--- src/rtl/onehot_rr_sched.sv ---
// onehot_rr_sched
//   Round-robin scheduler in front of a single shared one-hot encoder.
//   Up to NREQ requesters each present a W-bit word.  One winner is captured
//   per accept slot. Its word is encoded to a bit index, and the result is
//   held on a valid/ready output until the consumer takes it.
//
// Handshake: out_valid/out_ready follow strict valid/ready semantics.  A
//   result transfers on any rising edge where out_valid && out_ready.  While
//   out_valid && !out_ready, the signals out, out_id, out_err and out_valid
//   stay stable.  req[k] is a level that the requester holds until it sees
//   gnt[k].  gnt[k] is a one-cycle pulse, issued in the same cycle that the
//   captured result first appears on the output.
//
// Ports:
//   clk, rst_n     single rising-edge clock, synchronous active-low reset
//   req[NREQ]      per-requester request level
//   data_in        requester k word at data_in[k*W +: W]
//   gnt[NREQ]      one-hot grant pulse for the captured requester
//   out_valid      result valid
//   out_ready      consumer ready
//   out[N]         lowest set-bit index of the captured word (0 for zero word)
//   out_id         index of the requester that owns out
//   out_err        captured word was not exactly one-hot
//   err_cnt[8]     (only with ONEHOT_SCHED_ERR_CNT_EN) saturating count of
//                  transferred results that had out_err=1
//
// Optional feature macro: ONEHOT_SCHED_ERR_CNT_EN

module onehot_rr_sched #(
  parameter int NREQ = 4,
  parameter int W    = 16,
  parameter int N    = 4,
  localparam int IW  = (NREQ > 1) ? $clog2(NREQ) : 1
) (
  input  logic              clk,
  input  logic              rst_n,
  input  logic [NREQ-1:0]   req,
  input  logic [NREQ*W-1:0] data_in,
  output logic [NREQ-1:0]   gnt,
  output logic              out_valid,
  input  logic              out_ready,
  output logic [N-1:0]      out,
  output logic [IW-1:0]     out_id,
`ifdef ONEHOT_SCHED_ERR_CNT_EN
  output logic [7:0]        err_cnt,
`endif
  output logic              out_err
);

  typedef enum logic {
    IDLE = 1'b0,
    BUSY = 1'b1
  } state_e;

  state_e            state_q, state_d;
  logic [IW-1:0]     ptr_q, ptr_d;
  logic [NREQ-1:0]   gnt_q, gnt_d;
  logic              out_valid_q, out_valid_d;
  logic [N-1:0]      out_q, out_d;
  logic [IW-1:0]     out_id_q, out_id_d;
  logic              out_err_q, out_err_d;

  logic [NREQ-1:0]   elig;
  logic              accept;
  logic              win_found;
  logic [IW-1:0]     win_idx;
  logic [W-1:0]      win_word;
  logic [N-1:0]      enc_idx;
  logic              enc_hit;
  logic              enc_multi;
  logic              enc_err;

`ifdef ONEHOT_SCHED_ERR_CNT_EN
  logic [7:0]        err_cnt_q, err_cnt_d;
`endif

  always_comb begin
    // A requester whose grant is visible this cycle is still holding req.
    // Mask it so that it is not granted twice.
    elig   = req & ~gnt_q;
    accept = (state_q == IDLE) || out_ready;

    // Round-robin search starting at ptr_q and wrapping modulo NREQ.
    win_found = 1'b0;
    win_idx   = '0;
    for (int i = 0; i < NREQ; i++) begin
      if (!win_found && elig[(int'(ptr_q) + i) % NREQ]) begin
        win_found = 1'b1;
        win_idx   = IW'((int'(ptr_q) + i) % NREQ);
      end
    end

    win_word = '0;
    for (int k = 0; k < NREQ; k++) begin
      if (int'(win_idx) == k) win_word = data_in[k*W +: W];
    end

    // Encode the lowest set bit.  Flag the word as an error if it has no set
    // bit or more than one.
    enc_idx   = '0;
    enc_hit   = 1'b0;
    enc_multi = 1'b0;
    for (int b = 0; b < W; b++) begin
      if (win_word[b]) begin
        if (enc_hit) begin
          enc_multi = 1'b1;
        end else begin
          enc_idx = N'(b);
          enc_hit = 1'b1;
        end
      end
    end
    enc_err = !enc_hit || enc_multi;

    state_d     = state_q;
    ptr_d       = ptr_q;
    gnt_d       = '0;
    out_valid_d = out_valid_q;
    out_d       = out_q;
    out_id_d    = out_id_q;
    out_err_d   = out_err_q;

    if (accept) begin
      if (win_found) begin
        state_d        = BUSY;
        out_valid_d    = 1'b1;
        gnt_d[win_idx] = 1'b1;
        out_d          = enc_idx;
        out_id_d       = win_idx;
        out_err_d      = enc_err;
        ptr_d          = (int'(win_idx) == NREQ - 1) ? '0 : win_idx + IW'(1);
      end else begin
        state_d     = IDLE;
        out_valid_d = 1'b0;
      end
    end

`ifdef ONEHOT_SCHED_ERR_CNT_EN
    err_cnt_d = err_cnt_q;
    if (out_valid_q && out_ready && out_err_q && (err_cnt_q != 8'hff))
      err_cnt_d = err_cnt_q + 8'd1;
`endif
  end

  always_ff @(posedge clk) begin
    if (!rst_n) begin
      state_q     <= IDLE;
      ptr_q       <= '0;
      gnt_q       <= '0;
      out_valid_q <= 1'b0;
      out_q       <= '0;
      out_id_q    <= '0;
      out_err_q   <= 1'b0;
`ifdef ONEHOT_SCHED_ERR_CNT_EN
      err_cnt_q   <= 8'd0;
`endif
    end else begin
      state_q     <= state_d;
      ptr_q       <= ptr_d;
      gnt_q       <= gnt_d;
      out_valid_q <= out_valid_d;
      out_q       <= out_d;
      out_id_q    <= out_id_d;
      out_err_q   <= out_err_d;
`ifdef ONEHOT_SCHED_ERR_CNT_EN
      err_cnt_q   <= err_cnt_d;
`endif
    end
  end

  assign gnt       = gnt_q;
  assign out_valid = out_valid_q;
  assign out       = out_q;
  assign out_id    = out_id_q;
  assign out_err   = out_err_q;
`ifdef ONEHOT_SCHED_ERR_CNT_EN
  assign err_cnt   = err_cnt_q;
`endif

endmodule

--- config.mk ---
export PLATFORM = sky130hd
export DESIGN_NAME = onehot_rr_sched
export DESIGN_NICKNAME = d
export VERILOG_FILES = /design/src/rtl/onehot_rr_sched.sv
export SDC_FILE = /design/constraint.sdc
export NUM_CORES = 1
export LEC_CHECK = 0
export ABC_AREA = 1
export BUFFER_PORTS_ARGS = -buffer_cell sky130_fd_sc_hd__buf_2
export CORE_MARGIN = 2
export CORE_UTILIZATION = 30
export DETAILED_ROUTE_END_ITERATION = 6
export GPL_TIMING_DRIVEN = 0
export PLACE_DENSITY_LB_ADDON = 0.2
export SLEW_MARGIN = 40
export SYNTH_ARGS = -nofsm -noshare
export SYNTH_HDL_FRONTEND = slang
export SYNTH_SLANG_ARGS = --single-unit
--- constraint.sdc ---
create_clock -name clk -period 4.1 [get_ports clk]
set_input_delay 0.41 -clock clk [delete_from_list [all_inputs] [get_ports clk]]
set_output_delay 0.41 -clock clk [all_outputs]
set_load 0.01 [all_outputs]
# ---- After elaboration in Yosys (flattened, before gate mapping)
# Index checks and enable logic that the tools add are counted.
dict set report totals {
  ff_bits 14
  inputBits 71
  output_inout_bits 12
  wordCells 144
}
dict set report classes {
  addsub 4
  n_lt_le_gt_ge 6
  n_eq_ne 3
  muxes 103
  n_bitwise 6
  reduce_logical 16
}
# operator n
set op_table {}
lappend op_table {{$mux 4} 28}
lappend op_table {{$mux 16} 4}
lappend op_table {{$mux 1} 61}
lappend op_table {{$lt 3x4->1 const B} 3}
lappend op_table {{$mux 2} 5}
lappend op_table {{$bmux 1 s2} 4}
lappend op_table {{$lt 2x3->1 const B} 2}
lappend op_table {{$reduce_or 2->1} 3}
lappend op_table {{$add 2x1->2 const B} 2}
lappend op_table {{$add 2x2->2 const B} 2}
lappend op_table {{$and 4x4->4} 1}
lappend op_table {{$eq 2x2->1 const B} 2}
lappend op_table {{$logic_and 1x1->1} 4}
lappend op_table {{$logic_not 1->1} 4}
lappend op_table {{$not 4->4} 1}
lappend op_table {{$and 1x1->1 const A} 3}
lappend op_table {{$reduce_and 3->1} 1}
lappend op_table {{$demux 1 s2} 1}
lappend op_table {{$eq 2x1->1 const B} 1}
lappend op_table {{$ge 2x1->1 const B} 1}
lappend op_table {{$logic_not 2->1} 1}
lappend op_table {{$logic_or 1x1->1} 2}
lappend op_table {{$reduce_and 2->1} 1}
lappend op_table {{$not 1->1} 1}

# ---- Logic depth before layout (Yosys ltp)
dict set report logic_depth {
  ltp_word 51
  mapped_depth 29
  depth_no_buf 28
}

# ---- Worst setup path after synthesis
# OpenSTA, ideal clock, no wires.
dict set report synth_path {
  kind {reg2reg}
  start {register ptr_q[0]}
  end {register out_err_q, in the netlist out_err}
  arrival_time_ps 2944
  path_slack_ps 1037
  stages_incl_launch_ff 27
  n_path_buf 3
  synth_period_minus_slack_ps 3063
  cell_sequence {dfxtp_1 > buf_4 > nor2_1 > a21oi_1 > nand2_1 > o21ai_1 > nand2_1 > nor2_1 > nor2_1 > xor2_1 > nor2_1 > inv_1 > ha_1 > buf_6 > buf_6 > nand3_1 > nand2_1 > nand2_1 > nand2_1 > nor2_4 > nand3_4 > nor2_8 > nand2_2 > o21ai_1 > nand3_1 > nor2_1 > a21oi_1}
}
dict set report synth_between {
  elab_chain_len 49
  word_cells_on_any_way 85
  cone_classes {add/sub (3); eq/ne (3); mux (69); reduce/logical (10)}
}
# item line
set synth_lines {}
lappend synth_lines {{start: declaration} 56} ;# logic [IW-1:0] ptr_q, ptr_d;
lappend synth_lines {{start signal: assignment} 159} ;# ptr_q <= ptr_d;
lappend synth_lines {{$add 2x1->2 / $bmux 1 s2 (equally long branches)} {87, 89}}
lappend synth_lines {{$bmux 1 s2 / $mux 1 (equally long branches)} 87} ;# if (!win_found && elig[(int'(ptr_q) + i) % NREQ]) begin
lappend synth_lines {{$mux 1 (not written as such)} 87}
lappend synth_lines {{$mux 1 (not written as such) / $logic_not 1->1 (equally long branches)} 87}
lappend synth_lines {{$logic_and 1x1->1} 87}
lappend synth_lines {{$mux 1} 87}
lappend synth_lines {{$logic_not 1->1} 87}
lappend synth_lines {{$logic_and 1x1->1} 87}
lappend synth_lines {{[4 not listed]} -}
lappend synth_lines {{net win_idx[0]} 66} ;# logic [IW-1:0] win_idx;
lappend synth_lines {{[29 not listed]} -}
lappend synth_lines {{$mux 1} 104} ;# if (win_word[b]) begin
lappend synth_lines {{$mux 1} 105} ;# if (enc_hit) begin
lappend synth_lines {{$mux 1} 104}
lappend synth_lines {{$mux 1} 105}
lappend synth_lines {{$mux 1} 104}
lappend synth_lines {{$mux 1} 105}
lappend synth_lines {{$mux 1} 104}
lappend synth_lines {{$logic_or 1x1->1 *} 113} ;# enc_err = !enc_hit || enc_multi;
lappend synth_lines {{end signal: assignment} 164} ;# out_err_q <= out_err_d;
lappend synth_lines {{end: declaration} 61} ;# logic out_err_q, out_err_d;
# The timed path passes the listed nets; every way through them passes the cells marked *. The select of a mux whose other input is x is not followed.
# A chain may end at the register's enable or synchronous reset.

# ---- Worst setup path after layout
dict set report layout_path {
  start {register ptr_q[0]}
  end {register out_q[2], in the netlist out[2]}
}
dict set report layout_between {
  elab_chain_len 46
  word_cells_on_any_way 79
  cone_classes {add/sub (3); eq/ne (3); mux (65); reduce/logical (8)}
}
# item line
set layout_lines {}
lappend layout_lines {{$add 2x1->2 / $bmux 1 s2 (equally long branches)} {87, 89}}
lappend layout_lines {{$bmux 1 s2 / $mux 1 (equally long branches)} 87}
lappend layout_lines {{$mux 1 (not written as such)} 87}
lappend layout_lines {{$mux 1 (not written as such) / $logic_not 1->1 (equally long branches)} 87}
lappend layout_lines {{$logic_and 1x1->1} 87}
lappend layout_lines {{$mux 1} 87}
lappend layout_lines {{$logic_not 1->1} 87}
lappend layout_lines {{$logic_and 1x1->1} 87}
lappend layout_lines {{[4 not listed]} -}
lappend layout_lines {{net win_idx[0]} 66}
lappend layout_lines {{[26 not listed]} -}
lappend layout_lines {{$mux 4} 105}
lappend layout_lines {{$mux 4} 104}
lappend layout_lines {{$mux 4} 105}
lappend layout_lines {{$mux 4} 104}
lappend layout_lines {{$mux 4} 105}
lappend layout_lines {{$mux 4} 104}
lappend layout_lines {{$mux 4} 105}
lappend layout_lines {{$mux 4 *} 104}
lappend layout_lines {{end signal: assignment} 162} ;# out_q <= out_d;
lappend layout_lines {{end: declaration} 59} ;# logic [N-1:0] out_q, out_d;
# Marks and branches as above.

==> flow_results.org <==
** Outcome
- Outcome :: complete, no violations

** Synth
- Simple-Gate Fraction of Synth Area :: 41.6%
- Top cells by instance count after synthesis :: sky130_fd_sc_hd__nand2_1, sky130_fd_sc_hd__nor2_1, sky130_fd_sc_hd__a21oi_1
- Most frequent cell after synthesis :: sky130_fd_sc_hd__nand2_1
- Multiplexer area fraction after synthesis :: 0%
- The biggest area contributor in the post-synthesis netlist is sky130_fd_sc_hd__dfxtp_1.
- Mapped Nets :: 380
- The cell area that synthesis handed to floorplanning was 1780 µm².
- The synthesized netlist devotes between 20% and 30% of its cell area to compound gates.
- Number of synthesized flops with an enable pin :: 0
- Yosys mapped the design onto 39 distinct sky130hd cell types.
- Dividing the synthesized area by the synthesized cell count gives 5.84 µm².
- For this run, the number of Yosys warnings is 0.
- Fraction of synthesized cell area taken by the top area cell type :: approximately 16%
- Xor and xnor fraction of the mapped netlist area :: 0.983%
- Post-synthesis sequential element count :: 14
- Synthesis produced 305 cells.
- Main combinational cell family by area after synthesis :: simple AND/OR/NAND/NOR gates
- Portion of the post-synthesis area used by sequential elements :: 15.7%
- Among all flip-flop cells after synthesis, the most frequent one is sky130_fd_sc_hd__dfxtp_1.
- Post-synthesis share of cell area spent on full adders, half adders and majority gates :: 2.81%
- In the synthesized netlist the async set-or-reset flop fraction comes to 0%.
- After synthesis, the cell types taking the most area are sky130_fd_sc_hd__dfxtp_1, sky130_fd_sc_hd__nand2_1, sky130_fd_sc_hd__a21oi_1.

** Timing
- The number of pins with negative max-slew slack in the final report came to 0.
- Timing would allow up to roughly 280 MHz.
- Setup total negative slack on the finished layout was measured at 0 ps.
- Remaining max-slew budget at the tightest pin :: 59.0%
- Between clock sinks in the finished design, the worst skew comes to 4.72 ps.
- Setup violations remaining at the end of the flow were counted as 0.
- The clock period could shrink to 3600 ps.
- Setup repair after global routing left no endpoint under its margin.
- Final Hold Viols :: 0
- For the pin with the worst max-slew slack, the measured transition is between 600 and 700 ps.
- The final critical path takes up 87.7% of the cycle.

** Global route
- Largest net degree at the start of global routing :: 11
- Total congestion overflow after global routing :: 0
- Global-route wire length before repair :: 8880 µm
- Via count of the first global-routing pass :: 2000
- Total global routing track utilization :: 16.8%
- The initial antenna violation count was 0.

** Clocking
- Inserted Clock Buffers :: 3
- The later pin in the worst-skew pair is clocked with a latency of 240 ps.
- Clock tree buffer depth :: 2
- The root buffer cell chosen for the clock tree is sky130_fd_sc_hd__clkbuf_8.
- Clock sinks :: 14
- CTS built an H-tree with a depth of 1.
- Resized Gates After CTS :: 0
- Once the clock tree was built, the setup fixing pass inserted 0 buffers.
- Number of hold buffers added after CTS :: 0
- Clock slew at reported path FFs :: 60 ps
- TritonCTS clock tree :: yes

** Critical path
- Required time of the critical path :: approximately 4200 ps
- The worst setup path is captured at a flip-flop.
- For this run, the slowest stage of the critical path takes 470 ps.
- Cell chain of the critical path :: buf_4 -> nand2_1 -> o21ai_1 -> nor2_1 -> nor2_1 -> nand2_1 -> nor2_1 -> nor2_1 -> xor2_1 -> nor2_1 -> ha_1 -> clkbuf_1 -> a21oi_1 -> nand2_1 -> o21ai_0 -> nand2_1 -> nor2_1 -> nand4_1 -> nand2_1 -> a211oi_1 -> nor2_1
- Crit start category :: flip-flop
- Setup slack on the worst reg-to-reg path comes out at 500 ps.
- Max FO, Critical Path :: 10
- CP arrival :: 3730 ps
- By instance count, the cell type seen most on the critical path is sky130_fd_sc_hd__nor2_1.
- Max stage delay cell, worst path :: sky130_fd_sc_hd__clkbuf_1
- The setup path with the least slack is of type flip-flop to flip-flop.

** Drt
- For this block, the initial DRC count from the detailed router was 116.
- Total vias in the final route :: 2237
- Post-route DRC :: 0
- Length of routed met2 wiring :: 2640 µm
- After detailed routing, the total wire length is around 5400 µm.
- The highest layer touched by signal routing is met4.
- Dividing the detail-routed wire length by the instance count gives roughly 12 µm.
- After detailed routing, the number of vias per cell comes to about 4.8.
- Once detail routing completed, the nets flagged for antenna violations numbered 0.
- Met1 Wirelength :: around 2500 µm
- TritonRoute pass-1 iters :: 4
- Wire segments on met3 add up to approximately 260 µm in the final route.

** Final layout
- For this run, the number of standard cells in the final layout without fillers is 466.
- Fin util :: between 40% and 50%
- Layout area overhead :: 31.4%
- Share of cells above drive strength 1 :: around 34%
- Net count reported at finish :: 467
- The repair_antennas step left the layout with diodes totalling 0.

** Floorplanning
- Starting density of the core :: 30.6%
- Measured along the y axis, the die boundary spans 81.1 µm.
- Top-level I/O count :: 83
- Overall die width :: 81.1 µm
- The floorplan has 28 rows.
- Die ar. :: around 6600 µm²
- Std-Cell Core Area :: 5820 µm²

** Placed design
- Routability-driven placement finished with a final weighted congestion of 0.861.
- Counting tap cells, the placed design contains a total of 462 instances.
- Port buffering added 82 buffers.
- Once detailed placement completed, the half-perimeter wirelength came to 4530 µm.

** Hold path
- The worst hold path belongs to the class input pin to flip-flop.

** Job
- The tool flagged a number of max-cap violations equal to 0.
==> through the flow <==
step	setup WS (ps)	hold slack, ps	instance area [µm²]
after floorplan	1040	491	1780
after global placement	438	473	2290
after detailed placement	408	479	2290
after CTS	475	471	2340
after global routing	10.1	498	2340
final	503	471	2340
==> kinds of logic (layout without fill, tap and decap cells) <==
group	Yosys count	count (layout)
AND/OR/NAND/NOR	160	160
XOR/XNOR	2	2
AO/OA/AOI/OAI	81	81
adder cells (fa/ha/maj)	4	4
flip-flops	14	14
buffers and inverters	44	130
==> cells in the final DEF, fill, tap and decap left out, drive strengths merged <==
| cell | Yosys | final |
|---|---|---|
| o21bai | 3 | 3 |
| o21ai | 31 | 31 |
| nor2 | 49 | 49 |
| a211oi | 1 | 1 |
| a21boi | 2 | 2 |
| xnor2 | 1 | 1 |
| or2 | 2 | 2 |
| dfxtp | 14 | 14 |
| o22ai | 1 | 1 |
| nand3 | 24 | 24 |
| buf | 12 | 94 |
| o221ai | 1 | 1 |
| a21oi | 36 | 36 |
| ha | 4 | 4 |
| nor3 | 4 | 4 |
| xor2 | 1 | 1 |
| clkbuf | 1 | 5 |
| nand2 | 79 | 79 |
| nand4 | 2 | 2 |
| a221oi | 1 | 1 |
| inv | 31 | 31 |
| o211ai | 5 | 5 |
==> layer usage <==
metal  vias to the layer above  track usage (%)
met2                        57             30.2
met1                       992             21.7
met3                         6             1.78
met5                         -                0
met4                         0             3.39
li1                       1182                -
==> registers in the layout, indices dropped and copies added (netlist names) <==
name	count
out_id	2
gnt	4
out	4
out_err	1
ptr_q	2
out_valid	1
==> path summary, 6_finish.rpt <==
path,startpoint,to,depth (start not counted)
worst max-delay path,ptr_q[0]$_SDFFE_PN0P_,out[2]$_SDFFE_PN0P_,21
worst min-delay path,out_ready,out_valid$_SDFFE_PN0N_,4
worst max register to register,ptr_q[0]$_SDFFE_PN0P_,out[2]$_SDFFE_PN0P_,21
worst min register to register,out[3]$_SDFFE_PN0P_,out[3]$_SDFFE_PN0P_,2
==> area by class of cell <==
cell class | instances | area [µm²]
Clock buffer | 4 | 55.1
Inverter | 31 | 119
Sequential cell | 14 | 280
Multi-Input combinational cell | 247 | 1270
Buffer | 13 | 109
Fill cell | 660 | 3470
Tap cell | 75 | 93.8
Timing Repair Buffer | 82 | 410
==> worst max-delay path: cells and delay by family (launching register included) <==
kind	cells	cell delay [ps]
compound gates	4	660
simple gates	13	1380
flops	1	340
fa+ha+maj	1	270
xor+xnor	1	180
buf+inv	2	640
Power is left out: the tool's default activity adds up to more than one toggle a clock period on the data nets, which glitch-free logic cannot reach.
